===== src/rtl/counter_sequencer.sv =====
// Programmable up/down counter sequencer.
// A sequence is armed from IDLE with start, counts from the captured load
// value toward the captured terminal value, and either finishes through a
// one-cycle DONE state or reloads and keeps running. Every output comes from
// a register or is decoded from the registered state.
module counter_sequencer #(
    parameter int WIDTH = 4
) (
    input  logic             clk,
    input  logic             rst_n,
    input  logic             start,
    input  logic             pause,
    input  logic             abort,
    input  logic [WIDTH-1:0] load_val,
    input  logic [WIDTH-1:0] term_val,
    input  logic             dir,
    input  logic             auto_reload,
    output logic [WIDTH-1:0] count,
    output logic [1:0]       state,
    output logic             busy,
    output logic             done,
    output logic             tc_pulse
);

    typedef enum logic [1:0] {
        IDLE  = 2'b00,
        RUN   = 2'b01,
        PAUSE = 2'b10,
        DONE  = 2'b11
    } state_t;

    state_t           cur_state;
    state_t           nxt_state;
    logic [WIDTH-1:0] count_r;
    logic [WIDTH-1:0] nxt_count;
    logic             tc_r;
    logic             nxt_tc;
    logic             capture;

    // Configuration captured on the arming edge; later input changes are ignored
    logic [WIDTH-1:0] load_cfg;
    logic [WIDTH-1:0] term_cfg;
    logic             dir_cfg;
    logic             reload_cfg;

    // Next counter value when stepping; arithmetic wraps modulo 2^WIDTH
    logic [WIDTH-1:0] step_val;
    assign step_val = dir_cfg ? (count_r - WIDTH'(1)) : (count_r + WIDTH'(1));

    // State, counter and reload-pulse registers
    always_ff @(posedge clk or negedge rst_n) begin
        if (!rst_n) begin
            cur_state <= IDLE;
            count_r   <= '0;
            tc_r      <= 1'b0;
        end else begin
            cur_state <= nxt_state;
            count_r   <= nxt_count;
            tc_r      <= nxt_tc;
        end
    end

    // Configuration capture when a sequence is armed from IDLE
    always_ff @(posedge clk or negedge rst_n) begin
        if (!rst_n) begin
            load_cfg   <= '0;
            term_cfg   <= '0;
            dir_cfg    <= 1'b0;
            reload_cfg <= 1'b0;
        end else if (capture) begin
            load_cfg   <= load_val;
            term_cfg   <= term_val;
            dir_cfg    <= dir;
            reload_cfg <= auto_reload;
        end
    end

    // Next-state and counter decisions; priority is abort > pause > terminal > step
    always_comb begin
        nxt_state = cur_state;
        nxt_count = count_r;
        nxt_tc    = 1'b0;
        capture   = 1'b0;
        if (abort) begin
            nxt_state = IDLE;
            nxt_count = '0;
        end else begin
            case (cur_state)
                IDLE: begin
                    // pause is irrelevant here; start always arms
                    if (start) begin
                        capture   = 1'b1;
                        nxt_count = load_val;
                        nxt_state = RUN;
                    end
                end
                RUN: begin
                    if (pause) begin
                        nxt_state = PAUSE;
                    end else if (count_r == term_cfg) begin
                        if (reload_cfg) begin
                            // Pulse lines up with the cycle showing the reloaded value
                            nxt_count = load_cfg;
                            nxt_tc    = 1'b1;
                        end else begin
                            nxt_state = DONE;
                        end
                    end else begin
                        nxt_count = step_val;
                    end
                end
                PAUSE: begin
                    if (start) begin
                        nxt_state = RUN;
                    end
                end
                DONE: begin
                    // Count keeps the terminal value on the way back to IDLE
                    nxt_state = IDLE;
                end
                default: begin
                    nxt_state = IDLE;
                end
            endcase
        end
    end

    assign count    = count_r;
    assign state    = cur_state;
    assign busy     = (cur_state == RUN) || (cur_state == PAUSE);
    assign done     = (cur_state == DONE);
    assign tc_pulse = tc_r;

endmodule


===== config.mk =====
export PLATFORM = sky130hd
export DESIGN_NAME = counter_sequencer
export DESIGN_NICKNAME = d
export VERILOG_FILES = /design/src/rtl/counter_sequencer.sv
export SDC_FILE = /design/constraint.sdc
export NUM_CORES = 1
export LEC_CHECK = 0
export CAP_MARGIN = 0
export CORE_MARGIN = 2
export CORE_UTILIZATION = 25
export DETAILED_ROUTE_END_ITERATION = 12
export GPL_TIMING_DRIVEN = 0
export PLACE_DENSITY_LB_ADDON = 0.1
export SLEW_MARGIN = 40
export SYNTH_ARGS = -nofsm -noshare
export SYNTH_HDL_FRONTEND = slang
export SYNTH_SLANG_ARGS = --single-unit
export TNS_END_PERCENT = 10

===== constraint.sdc =====
create_clock -name clk -period 2.9 [get_ports clk]
set_clock_uncertainty 0.2 [all_clocks]
set_input_delay 0.435 -clock clk [delete_from_list [all_inputs] [get_ports clk]]
set_output_delay 0.435 -clock clk [all_outputs]
set_load 0.005 [all_outputs]

-- Word-level counts from Yosys, hierarchy flattened
Cells that the tools add are included.
- add/subtract/negate cells: 2
- multiply operators: 0
- divide/modulo/power cells: 0
- magnitude comparators: 0
- equality and inequality tests: 10
- shifts and indexed selects: 0
- mux-type cells: 21
- bitwise operators: 0
- reductions and logical operators: 6
- operators by type and width (kind ; number):
    $mux 4 ; 6
    $ne 4x4->1 const B ; 3
    $mux 2 ; 5
    $mux 1 ; 8
    $pmux 4 s2 ; 1
    $ne 3x3->1 const B ; 2
    $pmux 2 s3 ; 1
    $add 4x1->4 const B ; 1
    $eq 2x2->1 const B ; 2
    $eq 4x4->1 ; 1
    $reduce_and 4->1 ; 1
    $sub 4x1->4 const B ; 1
    $ne 3x1->1 const B ; 1
    $reduce_and 3->1 ; 1
    $reduce_bool 3->1 ; 1
    $eq 2x1->1 const B ; 1
    $logic_not 2->1 ; 1
    $reduce_or 2->1 ; 1
    $logic_or 1x1->1 ; 1
- flip-flop bits (word level): 17
- bits in latches: 0
- memory bits (writable): 0
- bits in read-only memories: 0
- bits of input ports: 15
- output and inout port bits: 9
- logic and storage cells: 46
- memories: 0

-- Depth between registers and ports, before layout
Gate-level depths: netlist (run 1).
- word-level depth: 6
- mapped depth: 7
- depth with buffers taken out: 7

-- Least setup slack after synthesis (run 1)
OpenSTA, ideal clock, no wires.
- path type: register -> register
- start: reg count_r[1], in the netlist count[1]
- end: reg count_r[3], in the netlist count[3]
- setup time: 0.120 ns
- arrival: 1.581 ns
- data required time: 2.580 ns
- path slack: 0.999 ns
- stages on the path, launching flop included: 7
- path buffers: 0
- clock period less this slack: 1.901 ns
- cell sequence: dfrtp_1 > ha_1 > a21o_2 > a21oi_1 > xnor2_1 > o21ba_2 > o22a_2
- word-level cells in the longest chain between the ends: 6
- elaborated cells between the ends (all ways): 10
- those cells by class: add/sub: 2; eq/ne: 2; mux: 5; reduce/logical: 1
- RTL lines (item ; RTL line ; RTL):
    start: declaration ; 34 ; logic [WIDTH-1:0] count_r;
    start signal: assignment ; 58 ; count_r <= nxt_count;
    $add 4x1->4 or $sub 4x1->4 (tied branches) ; 48 ; assign step_val = dir_cfg ? (count_r - WIDTH'(1)) : (count_r + WIDTH'(1));
    $mux 4 ; 48 ;
    $mux 4 ; 100 ; end else if (count_r == term_cfg) begin
    $mux 4 ; 98 ; if (pause) begin
    $pmux 4 s2 ; 88 ; case (cur_state)
    $mux 4 ; 84 ; if (abort) begin
Several ways; a longest one is shown, not always the timed one. The select of a mux whose other input is x is not followed.
A chain may end at the register's enable or synchronous reset.

-- Worst setup path after layout (run 1)
- start: reg cur_state[1], in the netlist state[1]
- end: out busy
- word-level cells in the longest chain between the ends: 2
- elaborated cells between the ends (all ways): 3
- those cells by class: eq/ne: 2; reduce/logical: 1
- RTL lines (item ; RTL line ; RTL):
    start: declaration ; 32 ; state_t cur_state;
    start signal: assignment ; 57 ; cur_state <= nxt_state;
    $eq 2x1->1 or $eq 2x2->1 (tied branches) ; 130 ; assign busy = (cur_state == RUN) || (cur_state == PAUSE);
    $logic_or 1x1->1 (*) ; 130 ;
    end: declaration ; 20 ; output logic busy,
Mark *: on every way between the ends. The rest lies on a longest branch, timed or not.

==> impl_metrics.ini, run 1 <==
[final_layout]
layout.filler_cells = 414
nets = 142
diodes = 0
area_growth_pct = 32.5
drive_gt1_frac = 0.220

[setup_path]
regToRegEndpoint = count[3]
reg2reg_from = state[1]
slowest_stage = clkdlybuf4s50_1
reg2reg_slack_ns = 0.78
crit_chain = inv_1 > ha_1 > clkdlybuf4s50_1
reg2regPathDepth = 7
startpoint_type = flip-flop
crit_path_start = state[1]
cp-end-kind = output pin
critPathArrivalTime_ns = 1.53
cp_top_family = buffers and inverters
required_ns = 2.27
path_max_fanout = 5
max_stage_delay_ns = 0.48
path_class = reg -> out
crit_buf_inv = 2

[flow_run]
maxCapViolCount = 0

[cts]
clk_path_buf_depth = 2
htreeDepth = 1
root_buffer = clkbuf_8
postCtsSetupBuffers = 0
cts_tree = yes
hold_buffers = 1
cts.sinks = 17
clk_pin_slew_ns = 0.07
cts_resized = 0
worstSkewPairLatency_ns = 0.25
cts_buffers = 3

[yosys]
synthesis.area_um2 = 1060
yosysMostFrequentCell = dfrtp_1
synth_edf_count = 0
syn_nets = 113
synthDominantCellAreaShare = 0.403
synth-seq-area-share = 0.403
synth_area_leader_cell = dfrtp_1
synth_flop_cell = dfrtp_1
synthArstFlopShare = 1.00
synth_warnings = 0
yosys-top-cells-count = 17 x dfrtp_1, 11 x mux2_2, 7 x ha_1
synth_seq_cells = 17
synth_cells = 90
synth_area_leaders = dfrtp_1 40%, mux2_2 12%, ha_1 8.3%
ys_types = 37
avgSynthCellArea_um2 = 11.7

[power]
ir_drop_mv = 0.246
power_mw = 1.33
p_leak_nw = 0.571
power.density_nw_per_um2 = 950

[floorplan]
coreArea_um2 = 4030
dieArea_um2 = 4760
num_rows = 23
io_pins = 24
die_y_um = 69.0
start_util = 0.262
die_x_um = 69.0

[sta]
relSlewSlack = 0.693
finalSetupViolCount = 0
rsz0062_at_grt = false
setup_ws_ns = 0.732
drv_slew = 0
min_period_ns = 2.17
fin_setup_tns_ns = 0
hold_violations = 0
clock.fmax_mhz = 461
tightest_slew_ns = 0.461
period_share = 0.748

[place]
dp_hpwl_mm = 1.68
gp_congestion = 0.784
place_ws_ns = 0.581
portBuffers = 23

[global_route]
grt_max_degree = 18
grt-ovfl-total = 0
antenna_found_initial = 0
grt_pass1_vias = 773
grt_pass1_wl_mm = 3.65
grt_util_all_layers = 0.105

[drt]
postRouteAntennaNets = 0
remaining_drc_errors = 0
via_per_inst = 4.67
totalWireLength_mm = 2.17
vias = 785
drtIter0Drc = 17
wl_per_cell_um = 12.9
dr.pass1.iters = 4

[outcome]
status = complete, no violations

[hold_path]
hold_end = load_cfg[3]
hold_path_class = reg -> reg
holdCritStartpoint = load_cfg[3]
min_path_cells = 1
[worst max path at each step]
stage,slack [ns],to,depth (start not counted)
global route,0.61,count[3],7
CTS,0.72,busy,3
global placement,0.59,term_cfg[0],5
floorplan,1.0,count[3],6
detailed placement,0.58,term_cfg[0],5
finish,0.73,busy,3
[cell families after synthesis]
logic type,share of synthesized area
AND/OR/NAND/NOR,0.116
AO/OA/AOI/OAI,0.145
flip-flops,0.403
multiplexers,0.150
adder cells (fa/ha/maj),0.102
buffers and inverters,0.0344
XOR/XNOR,0.0498
[per-stage QoR]
| step | std cells | instance area (µm²) | hold slack [ns] | utilization |
|---|---|---|---|---|
| final | 168 | 1400 | 0.301 | 0.347 |
| after CTS | 168 | 1400 | 0.304 | 0.347 |
| after global placement | 163 | 1350 | 0.281 | 0.335 |
| after floorplan | 90 | 1060 | -0.0606 | - |
| after detailed placement | 163 | 1340 | 0.191 | 0.334 |
| after global routing | 168 | 1400 | 0.328 | 0.347 |
[routing by layer]
layer	track usage	vias up	wire, µm
li1	-	383	-
met1	0.143	384	1070
met2	0.167	16	991
met3	0.0162	2	90
met4	0.0368	0	18
met5	0	-	0
[final cells by class]
cell class	count	area [µm²]	area share
Multi-Input combinational cell	66	594	0.425
Sequential cell	17	425	0.304
Timing Repair Buffer	24	235	0.168
Tap cell	50	62.6	0.0447
Clock buffer	4	45.0	0.0322
Buffer	4	25.0	0.0179
Inverter	3	11.3	0.00805
[power breakdown]
group / internal (mW) / total, mW / leakage [nW] / switching [mW]
sequential: 0.343 / 0.448 / 0.209 / 0.105
clock: 0.0973 / 0.175 / 0.0228 / 0.0779
combinational: 0.410 / 0.707 / 0.338 / 0.296
[cell usage in the layout, fill, tap and decap left out, types with 4 or more instances in the layout]
cell / count
xnor2_1: 5
mux2_2: 11
nand2_1: 4
dfrtp_1: 17
ha_1: 7
nand2b_1: 4
clkdlybuf4s50_1: 22
[state kept, by name, summed over array words and instances, names as in the netlist]
register / flops
count: 4
load_cfg: 4
term_cfg: 4
state: 2
dir_cfg: 1
reload_cfg: 1
tc_pulse: 1
Note: power is estimated with default switching activity, not from simulation.
==> inputs of run 2 (changes only) <==
==> constraint.sdc (replaced) <==
create_clock -name clk -period 1.9 [get_ports clk]
set_clock_uncertainty 0.2 [all_clocks]
set_input_delay 0.285 -clock clk [delete_from_list [all_inputs] [get_ports clk]]
set_output_delay 0.285 -clock clk [all_outputs]
set_load 0.005 [all_outputs]
==> impl_metrics.ini, run 2 (same netlist as run 1, synthesis figures left out) <==
[global_route]
grt_max_degree = 18
grt_util_all_layers = 0.113
grt_pass1_wl_mm = 3.83
grt-ovfl-total = 0
antenna_found_initial = 0
grt_pass1_vias = 794

[floorplan]
die_y_um = 69.0
dieArea_um2 = 4760
die_x_um = 69.0
coreArea_um2 = 4030
num_rows = 23
start_util = 0.262
io_pins = 24

[power]
pwr-share-comb = 0.574
power_switching_mw = 0.839
p_leak_nw = 0.631
ir_drop_mv = 0.586
intPower_mw = 1.44
power.density_nw_per_um2 = 1490
seq_power_share = 0.310
clkPwrFrac = 0.116
switching_share = 0.368

[setup_path]
reg2reg_slack_ns = 0.02
crit_buf_inv = 0
path_class = reg -> reg
cp-endpoint = count[3]
critPathArrivalTime_ns = 1.82
slowest_stage = dfrtp_2
startpoint_type = flip-flop
required_ns = 1.84
crit_chain = ha_4 > a21o_2 > a21oi_4 > xnor2_2 > o21ba_2 > o22a_2
crit_path_start = count[1]
regToRegEndpoint = count[3]
max_stage_delay_ns = 0.48
reg2regPathDepth = 6
cp.depth = 6
path_max_fanout = 5
cp_top_family = compound AO/OA/AOI/OAI gates
cp-end-kind = flip-flop
reg2reg_from = count[1]

[cts]
cts_buffers = 3
root_buffer = clkbuf_8
clk_pin_slew_ns = 0.07
cts_tree = yes
cts.sinks = 17
htreeDepth = 1
worstSkewPairLatency_ns = 0.25
clk_path_buf_depth = 2

[sta]
min_period_ns = 1.88
period_share = 0.990
whs_ns = 0.289
rsz0062_at_grt = true
fin_setup_tns_ns = 0
relSlewSlack = 0.740
drv_slew = 0
finalSetupViolCount = 0
hold_violations = 0
tightest_slew_ns = 0.390
clock.fmax_mhz = 532

[hold_path]
hold_path_class = in -> async

[drt]
remaining_drc_errors = 0
dr.pass1.iters = 4
postRouteAntennaNets = 0
wl_per_cell_um = 13.6
via_per_inst = 4.61
drtIter0Drc = 31
totalWireLength_mm = 2.35
vias = 797

[final_layout]
area_growth_pct = 44.5
layout.filler_cells = 413
layout_common_cells = 20 x clkdlybuf4s50_1, 14 x dfrtp_1, 11 x mux2_2, 6 x buf_4
diodes = 0
drive_gt1_frac = 0.390
final_common_cell = clkdlybuf4s50_1
fin_util = 0.379
nets = 147

[flow_run]
maxCapViolCount = 0

[place]
gp_congestion = 0.734
dp_hpwl_mm = 1.70
portBuffers = 23

[outcome]
status = complete, no violations
[run 2: worst min path at each step]
stage / slack, ns / depth (start not counted) / to / startpoint
after floorplan: -0.21 / 0 / count[0] / rst_n
after global placement: 0.28 / 1 / load_cfg[3] / load_cfg[3]
after detailed placement: 0.04 / 1 / tc_pulse / rst_n
after CTS: 0.31 / 2 / load_cfg[1] / rst_n
after global routing: 0.34 / 2 / state[0] / rst_n
final: 0.29 / 2 / tc_pulse / rst_n
[run 2: metrics by stage]
stage          instance area, µm²  power, mW  std cells  setup WS (ns)
5_1_grt                      1530       2.48        173        -0.0639
3_5_place_dp                 1350       1.82        163         -0.259
6_report                     1530       2.28        173         0.0188
2_1_floorplan                1060       1.46         90        0.00557
3_3_place_gp                 1350       1.80        163         -0.265
4_1_cts                      1440       2.15        172        -0.0512
[run 2: power by group through the flow]
stage / Combinational [mW] / Sequential [mW] / Clock, mW
floorplan: 0.799 / 0.662 / 0
global placement: 1.11 / 0.693 / 0
detailed placement: 1.12 / 0.698 / 0
CTS: 1.19 / 0.682 / 0.283
global route: 1.44 / 0.739 / 0.299
finish: 1.31 / 0.707 / 0.265
[run 2: timing repair]
action / CTS / global route
hold buffers: 1 / 0
setup endpoints to repair: 6 / 6
gates resized for setup: 8 / 14
buffers inserted: 4 / 1
endpoints found under the hold margin: 17 / 0
pin swaps: 2 / 2
[run 2: area by class of cell]
class / instances / area (µm²) / area share
flip-flops and latches: 17 / 429 / 0.281
inverters: 3 / 11.3 / 0.00738
well taps: 50 / 62.6 / 0.0410
multi-input cells: 66 / 678 / 0.444
clock buffers: 3 / 41.3 / 0.0270
clock inverters: 1 / 5.00 / 0.00328
repair buffers: 29 / 270 / 0.177
plain buffers: 4 / 28.8 / 0.0189
[run 2: layer usage]
metal  vias to the layer above  GRT usage  routed length, µm
met4                         0     0.0221                 17
met5                         -          0                  0
met2                        14      0.171               1070
met1                       383      0.158               1150
met3                         2     0.0357                107
li1                        398          -                  -
==> inputs of run 3 (changes only) <==
--- a/config.mk
+++ b/config.mk
@@ -10,7 +10,6 @@
 export CORE_UTILIZATION = 25
 export DETAILED_ROUTE_END_ITERATION = 12
 export GPL_TIMING_DRIVEN = 0
-export PLACE_DENSITY_LB_ADDON = 0.1
 export SLEW_MARGIN = 40
 export SYNTH_ARGS = -nofsm -noshare
 export SYNTH_HDL_FRONTEND = slang
==> impl_metrics.ini, run 3 (same netlist as run 1, synthesis figures left out) <==
[global_route]
antenna_found_initial = 0
grt_pass1_wl_mm = 3.66
grt_util_all_layers = 0.109
grt-ovfl-total = 0
grt_pass1_vias = 789
grt_max_degree = 18

[final_layout]
layout_common_cells = 20 x clkdlybuf4s50_1, 14 x dfrtp_1, 11 x mux2_2, 6 x buf_4, 5 x ha_1
final_cells = 174
area_growth_pct = 44.4
diodes = 0
nets = 148
layout.filler_cells = 406
final_common_cell = clkdlybuf4s50_1
drive_gt1_frac = 0.395

[setup_path]
required_ns = 1.85
crit_buf_inv = 1
max_stage_delay_ns = 0.43
cp_top_family = flip-flops
path_max_fanout = 4
startpoint_type = flip-flop
crit_chain = buf_4 > fa_2 > xor2_1 > mux2_4 > mux2i_1 > o31ai_1
critPathArrivalTime_ns = 1.83
reg2reg_slack_ns = 0.01
path_class = reg -> reg
cp-end-kind = flip-flop
slowest_stage = dfrtp_2

[place]
place_ws_ns = -0.246
portBuffers = 23
place_inst = 163
dp_hpwl_mm = 1.65
gp_congestion = 0.799

[sta]
finalSetupViolCount = 0
tightest_slew_ns = 0.404
hold_violations = 0
clock.fmax_mhz = 530
min_period_ns = 1.89
drv_slew = 0
whs_ns = 0.276
relSlewSlack = 0.731
period_share = 0.993
rsz0062_at_grt = true
setup_ws_ns = 0.0134

[cts]
clk_pin_slew_ns = 0.07
cts_tree = yes
worstSkewPairLatency_ns = 0.26
clk_path_buf_depth = 2
root_buffer = clkbuf_8
htreeDepth = 1
cts_buffers = 3
cts.sinks = 17

[floorplan]
coreArea_um2 = 4030
die_y_um = 69.0
start_util = 0.262
io_pins = 24
dieArea_um2 = 4760
num_rows = 23
die_x_um = 69.0

[power]
power_mw = 2.31
clkPwrFrac = 0.118
intPower_mw = 1.46
ir_drop_mv = 0.431
p_leak_nw = 0.652
seq_power_share = 0.299
power.density_nw_per_um2 = 1510
power_switching_mw = 0.845
pwr-share-comb = 0.583
switching_share = 0.367

[drt]
totalWireLength_mm = 2.36
drtIter0Drc = 22
remaining_drc_errors = 0
wl_per_cell_um = 13.5
postRouteAntennaNets = 0
vias = 823
dr.pass1.iters = 4
via_per_inst = 4.73

[outcome]
status = complete, no violations

[hold_path]
hold_path_class = in -> async

[flow_run]
maxCapViolCount = 0
## run 3: stage by stage
step                cell area, µm²  TNS (ns)  utilization
finish                        1530         0        0.379
global route                  1530   -0.0708        0.379
CTS                           1430    -0.157        0.354
detailed placement            1350     -2.79        0.336
global placement              1350     -2.36        0.336
floorplan                     1060         0            -
## run 3: routing by layer
metal	part of all wire	track usage
met1	0.43	0.129
met2	0.49	0.180
met3	0.061	0.0341
met4	0.019	0.0441
met5	0	0
## run 3: power by group through the flow
stage               clock network [mW]  logic [mW]  registers (mW)
finish                           0.273        1.34           0.689
detailed placement                   0        1.11           0.703
global placement                     0        1.08           0.690
floorplan                            0       0.799           0.662
global route                     0.294        1.47           0.712
CTS                              0.285        1.16           0.691
## run 3: repair_timing
item / 4_1_cts / 5_1_grt
buffers inserted: 3 / 3
hold buffers: 0 / 1
gates resized for setup: 7 / 16
endpoints found under the hold margin: 0 / 17
setup endpoints to repair: 5 / 17
pin swaps: 1 / 6
## run 3: worst paths after layout
path,depth (start not counted),end,start
worst max-delay path,6,count[2],count[1]
worst min-delay path,2,state[1],rst_n
worst max register to register,6,count[2],count[1]
worst min register to register,1,load_cfg[3],load_cfg[3]
max in group asynchronous,2,count[1],rst_n
min in group clk,1,load_cfg[3],load_cfg[3]
## run 3: final cells by class
cell class / count / area [µm²] / area share
multi-input combinational: 66 / 663 / 0.435
clock inverter: 1 / 5.00 / 0.00328
inverter: 3 / 11.3 / 0.00738
clock buffer: 3 / 41.3 / 0.0271
timing repair buffer: 30 / 282 / 0.185
tap: 50 / 62.6 / 0.0410
buffer: 4 / 31.3 / 0.0205
sequential: 17 / 429 / 0.281
